[src/rtl/pipe_ctrl.sv]
// pipe_ctrl: five-stage pipeline stall/flush controller with optional stall watchdog
//
// Ports:
//   clk               rising-edge clock
//   rst               synchronous reset, active low
//   stallreq_from_id  ID stage stall request
//   stallreq_from_ex  EX stage stall request
//   stallreq_from_mem MEM stage stall request
//   except_valid_i    MEM commits an exception this cycle
//   except_eret_i     committing event is ERET (qualified by except_valid_i)
//   epc_i             EPC from CP0, sampled with except_valid_i
//   stall[5:0]        freeze vector: PC, IF/ID, ID/EX, EX/MEM, MEM/WB, WB
//   flush             clear all pipeline registers
//   new_pc            redirect target, valid while flush is high
//   stall_timeout_o   sticky runaway-stall flag
//
// Optional feature: define PIPE_CTRL_WATCHDOG_EN to build the stall watchdog.
module pipe_ctrl #(
    parameter logic [31:0] EXC_VECTOR   = 32'h0000_0020,
    parameter int          FLUSH_CYCLES = 1,
    parameter int          STALL_LIMIT  = 255
) (
    input  logic        clk,
    input  logic        rst,
    input  logic        stallreq_from_id,
    input  logic        stallreq_from_ex,
    input  logic        stallreq_from_mem,
    input  logic        except_valid_i,
    input  logic        except_eret_i,
    input  logic [31:0] epc_i,
    output logic [5:0]  stall,
    output logic        flush,
    output logic [31:0] new_pc,
    output logic        stall_timeout_o
);
    typedef enum logic [1:0] {RUN, STALL, FLUSH} state_t;

    state_t     r_state;
    logic [3:0] r_fcnt;
    logic       w_any;

    if (FLUSH_CYCLES < 1 || FLUSH_CYCLES > 15 || STALL_LIMIT < 1 || STALL_LIMIT > 255) begin : g_bad_param
        $error("pipe_ctrl: FLUSH_CYCLES or STALL_LIMIT out of range");
    end

    assign w_any = stallreq_from_id | stallreq_from_ex | stallreq_from_mem;

    // Deeper requesters freeze every stage upstream of themselves.
    always_comb
        stall = (!rst || r_state == FLUSH) ? 6'b000000 :
                stallreq_from_mem          ? 6'b011111 :
                stallreq_from_ex           ? 6'b001111 :
                stallreq_from_id           ? 6'b000111 : 6'b000000;

    always_ff @(posedge clk) begin
        if (!rst) begin
            r_state <= RUN;
            r_fcnt  <= 4'd0;
            flush   <= 1'b0;
            new_pc  <= 32'h0;
        end else begin
            case (r_state)
                FLUSH: begin
                    // Events arriving here are dropped, not queued.
                    if (r_fcnt == 4'(FLUSH_CYCLES - 1)) begin
                        r_state <= RUN;
                        flush   <= 1'b0;
                    end else begin
                        r_fcnt <= r_fcnt + 4'd1;
                    end
                end
                default: begin
                    if (except_valid_i) begin
                        r_state <= FLUSH;
                        r_fcnt  <= 4'd0;
                        flush   <= 1'b1;
                        new_pc  <= except_eret_i ? epc_i : EXC_VECTOR;
                    end else begin
                        r_state <= w_any ? STALL : RUN;
                    end
                end
            endcase
        end
    end

`ifdef PIPE_CTRL_WATCHDOG_EN
    logic [7:0] r_scnt;
    logic [7:0] w_scnt_nx;
    logic       r_timeout;

    // Counts consecutive cycles with the pipeline frozen; saturates at 255.
    assign w_scnt_nx = (stall == 6'd0) ? 8'd0 : (r_scnt == 8'hFF) ? r_scnt : r_scnt + 8'd1;

    always_ff @(posedge clk) begin
        if (!rst) begin
            r_scnt    <= 8'd0;
            r_timeout <= 1'b0;
        end else begin
            r_scnt <= w_scnt_nx;
            if (w_scnt_nx == 8'(STALL_LIMIT))
                r_timeout <= 1'b1;
        end
    end

    assign stall_timeout_o = r_timeout;
`else
    assign stall_timeout_o = 1'b0;
`endif
endmodule

[config.mk]
export PLATFORM = sky130hd
export DESIGN_NAME = pipe_ctrl
export DESIGN_NICKNAME = d
export VERILOG_FILES = /design/src/rtl/pipe_ctrl.sv
export SDC_FILE = /design/constraint.sdc
export NUM_CORES = 1
export LEC_CHECK = 0
export CAP_MARGIN = 20
export CELL_PAD_IN_SITES_DETAIL_PLACEMENT = 1
export CELL_PAD_IN_SITES_GLOBAL_PLACEMENT = 2
export CORE_MARGIN = 5
export CORE_UTILIZATION = 24
export DETAILED_ROUTE_END_ITERATION = 8
export GPL_ROUTABILITY_DRIVEN = 0
export PLACE_DENSITY_LB_ADDON = 0.3
export SLEW_MARGIN = 20
export SYNTH_ARGS = -nofsm -noshare
export SYNTH_HDL_FRONTEND = slang
export SYNTH_SLANG_ARGS = --single-unit
[constraint.sdc]
create_clock -name clk -period 3.74 [get_ports clk]
set_input_delay 0.748 -clock clk [delete_from_list [all_inputs] [get_ports clk]]
set_output_delay 0.748 -clock clk [all_outputs]
set_load 0.1 [all_outputs]
After elaboration in Yosys (flattened, before gate mapping). Cells that the tools add are included.

Register bits: 39. Input port bits: 39. Output and inout bits: 40. Word-level logic and storage cells: 33.

$add $sub $neg: 1. Equal/unequal tests: 3. Mux-type cells: 15. Bitwise operators: 3. Reductions and logical operators: 7.

Operators by type and width (number): 32-bit 2-to-1 mux (1); 4-bit 2-to-1 mux (4); 5-bit 2-to-1 mux (2); 2-bit 2-to-1 mux (3); 2-bit AND reduction (3); 4-bit by 1-bit adder with 4-bit output (second input constant) (1); 4-bit zero test (1); 1-bit 2-to-1 mux (4); 3-bit 2-to-1 mux (1); 2-bit == test (second input constant) (1); 2-bit by 1-bit inequality test with 1-bit output (second input constant) (1); 2-bit inequality test (second input constant) (1); 1-bit OR (2); 2-bit nonzero test (1); 1-bit zero test (1); 1-bit logical OR (1); 1-bit NOT (1).

Longest topological paths before layout.
Depth after elaboration: 5. Gate-level depth with buffers: 5. Depth with buffers taken out: 5.

Worst setup path before layout. No wires, ideal clock.

Path type: input -> output. Start: input rst. End: output stall[1]. Arrival: 3679 ps. Data required time: 2992 ps. Path slack: -687 ps. Stages: 4. Path buffers: 2. Cell sequence: inv_2 > buf_2 > nor3_1 > buf_4.

Word-level cells in the longest chain between the ends: 3.

RTL lines: start: declaration (line 24) `input logic rst,`; 1-bit zero test; 1-bit logical OR (line 50) `stall = (!rst || r_state == FLUSH) ? 6'b000000 :`; 5-bit 2-to-1 mux (line 50); end: declaration (line 31) `output logic [5:0] stall,`.

No other way between the ends.

Worst setup path in the final report.
Start: input rst. End: output stall[3].

Same word-level chain as after synthesis.

==> impl_metrics.yaml <==
status:
  outcome: "finished, final reports clean"
worst_hold_path:
  timing.hold.worst_endpoint: "new_pc[24]"
  min-delay-path-class: "reg -> reg"
  min_delay_path_depth: 2
  worstHoldStart: "new_pc[24]"
clock_tree:
  cts_resized: 0
  cts-root-buf: "clkbuf_8"
  worstSkewPairLatency_ns: 0.29
  hold_buffer_count_at_cts: 0
  clk_pin_slew_worst_paths_ns: 0.08
  cts_max_level: 2
  tritoncts: "built"
  cts_buffers: 5
  numClockSinks: 39
  post-cts-setup-buffer-count: 0
  clockBufferDepth: 2
global_route:
  grt_first_pass_wirelength_um: 9400
  grt_antenna_before_repair: 0
  largest_net_degree_at_the_start_of_global_routing: 40
  first_global_vias: 1832
  globalRoute.totalOverflow: 0
  gr-usage-all-layers_pct: 13.4
power_and_ir_drop:
  max-vdd-ir-drop_uv: 171
  p_leak_nw: 0.903
  cellPowerDensity_nw_per_um2: 437
setup_path:
  rrSetupSlack_ns: 2.28
  critPathMaxFanout: 39
  r2r_cells: 4
  critPathLaunchType: "input port"
  worstReg2RegEnd: "r_fcnt[1]"
  crit_required_ns: 2.99
  crit_type: "in -> out"
  timing.rr.start: "r_state[0]"
  critPathCaptureType: "output port"
  worst_ep_arrival_time_ns: 2.23
  setup.worst_path.start: "rst"
yosys:
  synth.top_cells.by_count: "dfxtp_1, a21oi_1, nand4_1"
  synthesis.yosys.warnings: 0
  synth.lib_cells_used.distinct: 30
  post_synth_instance_area_um2: 1660
  synth-seq-cells: 39
  ranking_of_synthesized_cells_by_area: "dfxtp_1, nand4_1, a21oi_1"
  share_of_flip_flops_with_an_asynchronous_set_or_reset_pct: 0
  synth.top_cell.area_share_pct: 46.9
  avgSynthCellArea_um2: 8.45
  synth-main-ff-cell: "dfxtp_1"
  library_cell_with_the_largest_summed_area_after_synthesis: "dfxtp_1"
  syn_inst: 197
  yosys.cell_count.top_type: "dfxtp_1"
  synth_sequential_area_ratio_pct: 46.9
  synth-edff-count: 0
placed_design:
  post-dp-hpwl_um: 3610
  buffer_ports.inserted: 76
  placement.cell_area_um2: 2490
cells_and_area:
  fin_area_um2: 2610
  drive_gt1_share_pct: 9.54
  antenna_cells: 0
  flow.area_growth_from_synthesis_pct: 56.9
  design.final.nets: 302
routing:
  drt-vias-per-instance: 5.02
  ant_nets: 0
  route.vias.total: 1716
  initialDrtViolationCount: 45
  route.detailed.drc: 0
  wl_per_cell_um: 16.3
  detailedRoute.firstPassIterationCount: 3
  route.final.wire_length_um: 5590
job:
  maxCapViolations: 0
timing:
  worst-slew-pin-transition_ns: 1.01
  report.final.setup_viol: 0
  setup-tns-final_ns: 0
  timing_hold_violations_final: 0
  clock.fmax_ghz: 0.336
  timing.final.max_slew_violations: 0
  grt_setup_unrepaired: "false"
  post-route-min-period_ns: 2.97
  clock-skew-final_ns: 0.00402
  max-slew-margin-rel_pct: 32.8
  timing.final.crit_share_pct: 79.5
floorplan:
  die_x_um: 93.3
  fp.dieArea_um2: 8700
  floorplan.core_area_um2: 6760
  top_level_ports: 79
  die-height_um: 93.3
  rows: 30
  initial_core_utilization_pct: 24.6
==> worst max path at each step <==
stage / depth (start not counted) / to / slack, ns
3_3_place_gp: 5 / stall[3] / 0.76
4_1_cts: 5 / stall[3] / 0.75
5_1_grt: 5 / stall[3] / 0.66
6_report: 5 / stall[3] / 0.77
3_5_place_dp: 5 / stall[3] / 0.75
2_1_floorplan: 4 / stall[1] / 0.29
==> registers in the layout, summed over array words and instances (netlist names) <==
signal,count
r_fcnt,4
flush,1
r_state,2
new_pc,32
==> critical path, cell delays in order <==
cell	delay (ns)
clkdlybuf4s50_1	0.63
inv_2	0.07
buf_4	0.27
nor3_2	0.29
buf_12	0.21
==> placed cells by master, fill, tap and decap left out, types with 2 or more instances in the layout <==
cell and n:
dfxtp_1 39, o21ai_0 32, buf_12 4, nand4_1 34, and3_1 2, clkdlybuf4s50_1 71, nor3_2 2, nor3_1 2
nand2_1 4, conb_1 2, a21oi_1 34, ha_1 2, buf_4 7, nor4_1 2, inv_1 3, clkbuf_8 6
==> where the power goes <==
group	switching, mW	internal (mW)
clock network	0.153	0.216
logic	0.235	0.0969
registers	0.00785	0.433
==> logic make-up after synthesis <==
kind of cell / Yosys count / synth area share (%)
AND/OR/NAND/NOR: 54 / 19.9
buffers and inverters: 30 / 8.57
other: 1 / 0.225
multiplexers: 1 / 0.602
flip-flops: 39 / 46.9
AO/OA/AOI/OAI: 70 / 22.3
adder cells (fa/ha/maj): 2 / 1.50
==> area by class of cell <==
class | count | area (um2)
clock buffers | 6 | 82.6
clock inverters | 2 | 35.0
fillers | 796 | 4150
inverters | 4 | 15.0
multi-input cells | 129 | 754
flip-flops and latches | 39 | 781
well taps | 80 | 100
repair buffers | 82 | 843
==> metrics by stage <==
step | cells | power, mW | util, % | setup slack [ns] | hold slack, ns
detailed placement | 334 | 0.785 | 36.9 | 0.751 | 0.471
CTS | 342 | 1.16 | 38.6 | 0.746 | 0.485
global route | 342 | 1.19 | 38.6 | 0.658 | 0.507
global placement | 334 | 0.785 | 36.9 | 0.761 | 0.458
floorplan | 198 | 0.676 | - | 0.290 | 0.500
finish | 342 | 1.14 | 38.6 | 0.765 | 0.479
==> routing by layer <==
metal | wire, um | part of all wire (%) | track usage [%]
met1 | 2560 | 46 | 17.6
met2 | 2480 | 44 | 20.7
met3 | 490 | 8.8 | 5.23
met4 | 51 | 0.91 | 3.30
met5 | 0 | 0 | 0
Note: power is estimated with default switching activity, not from simulation.
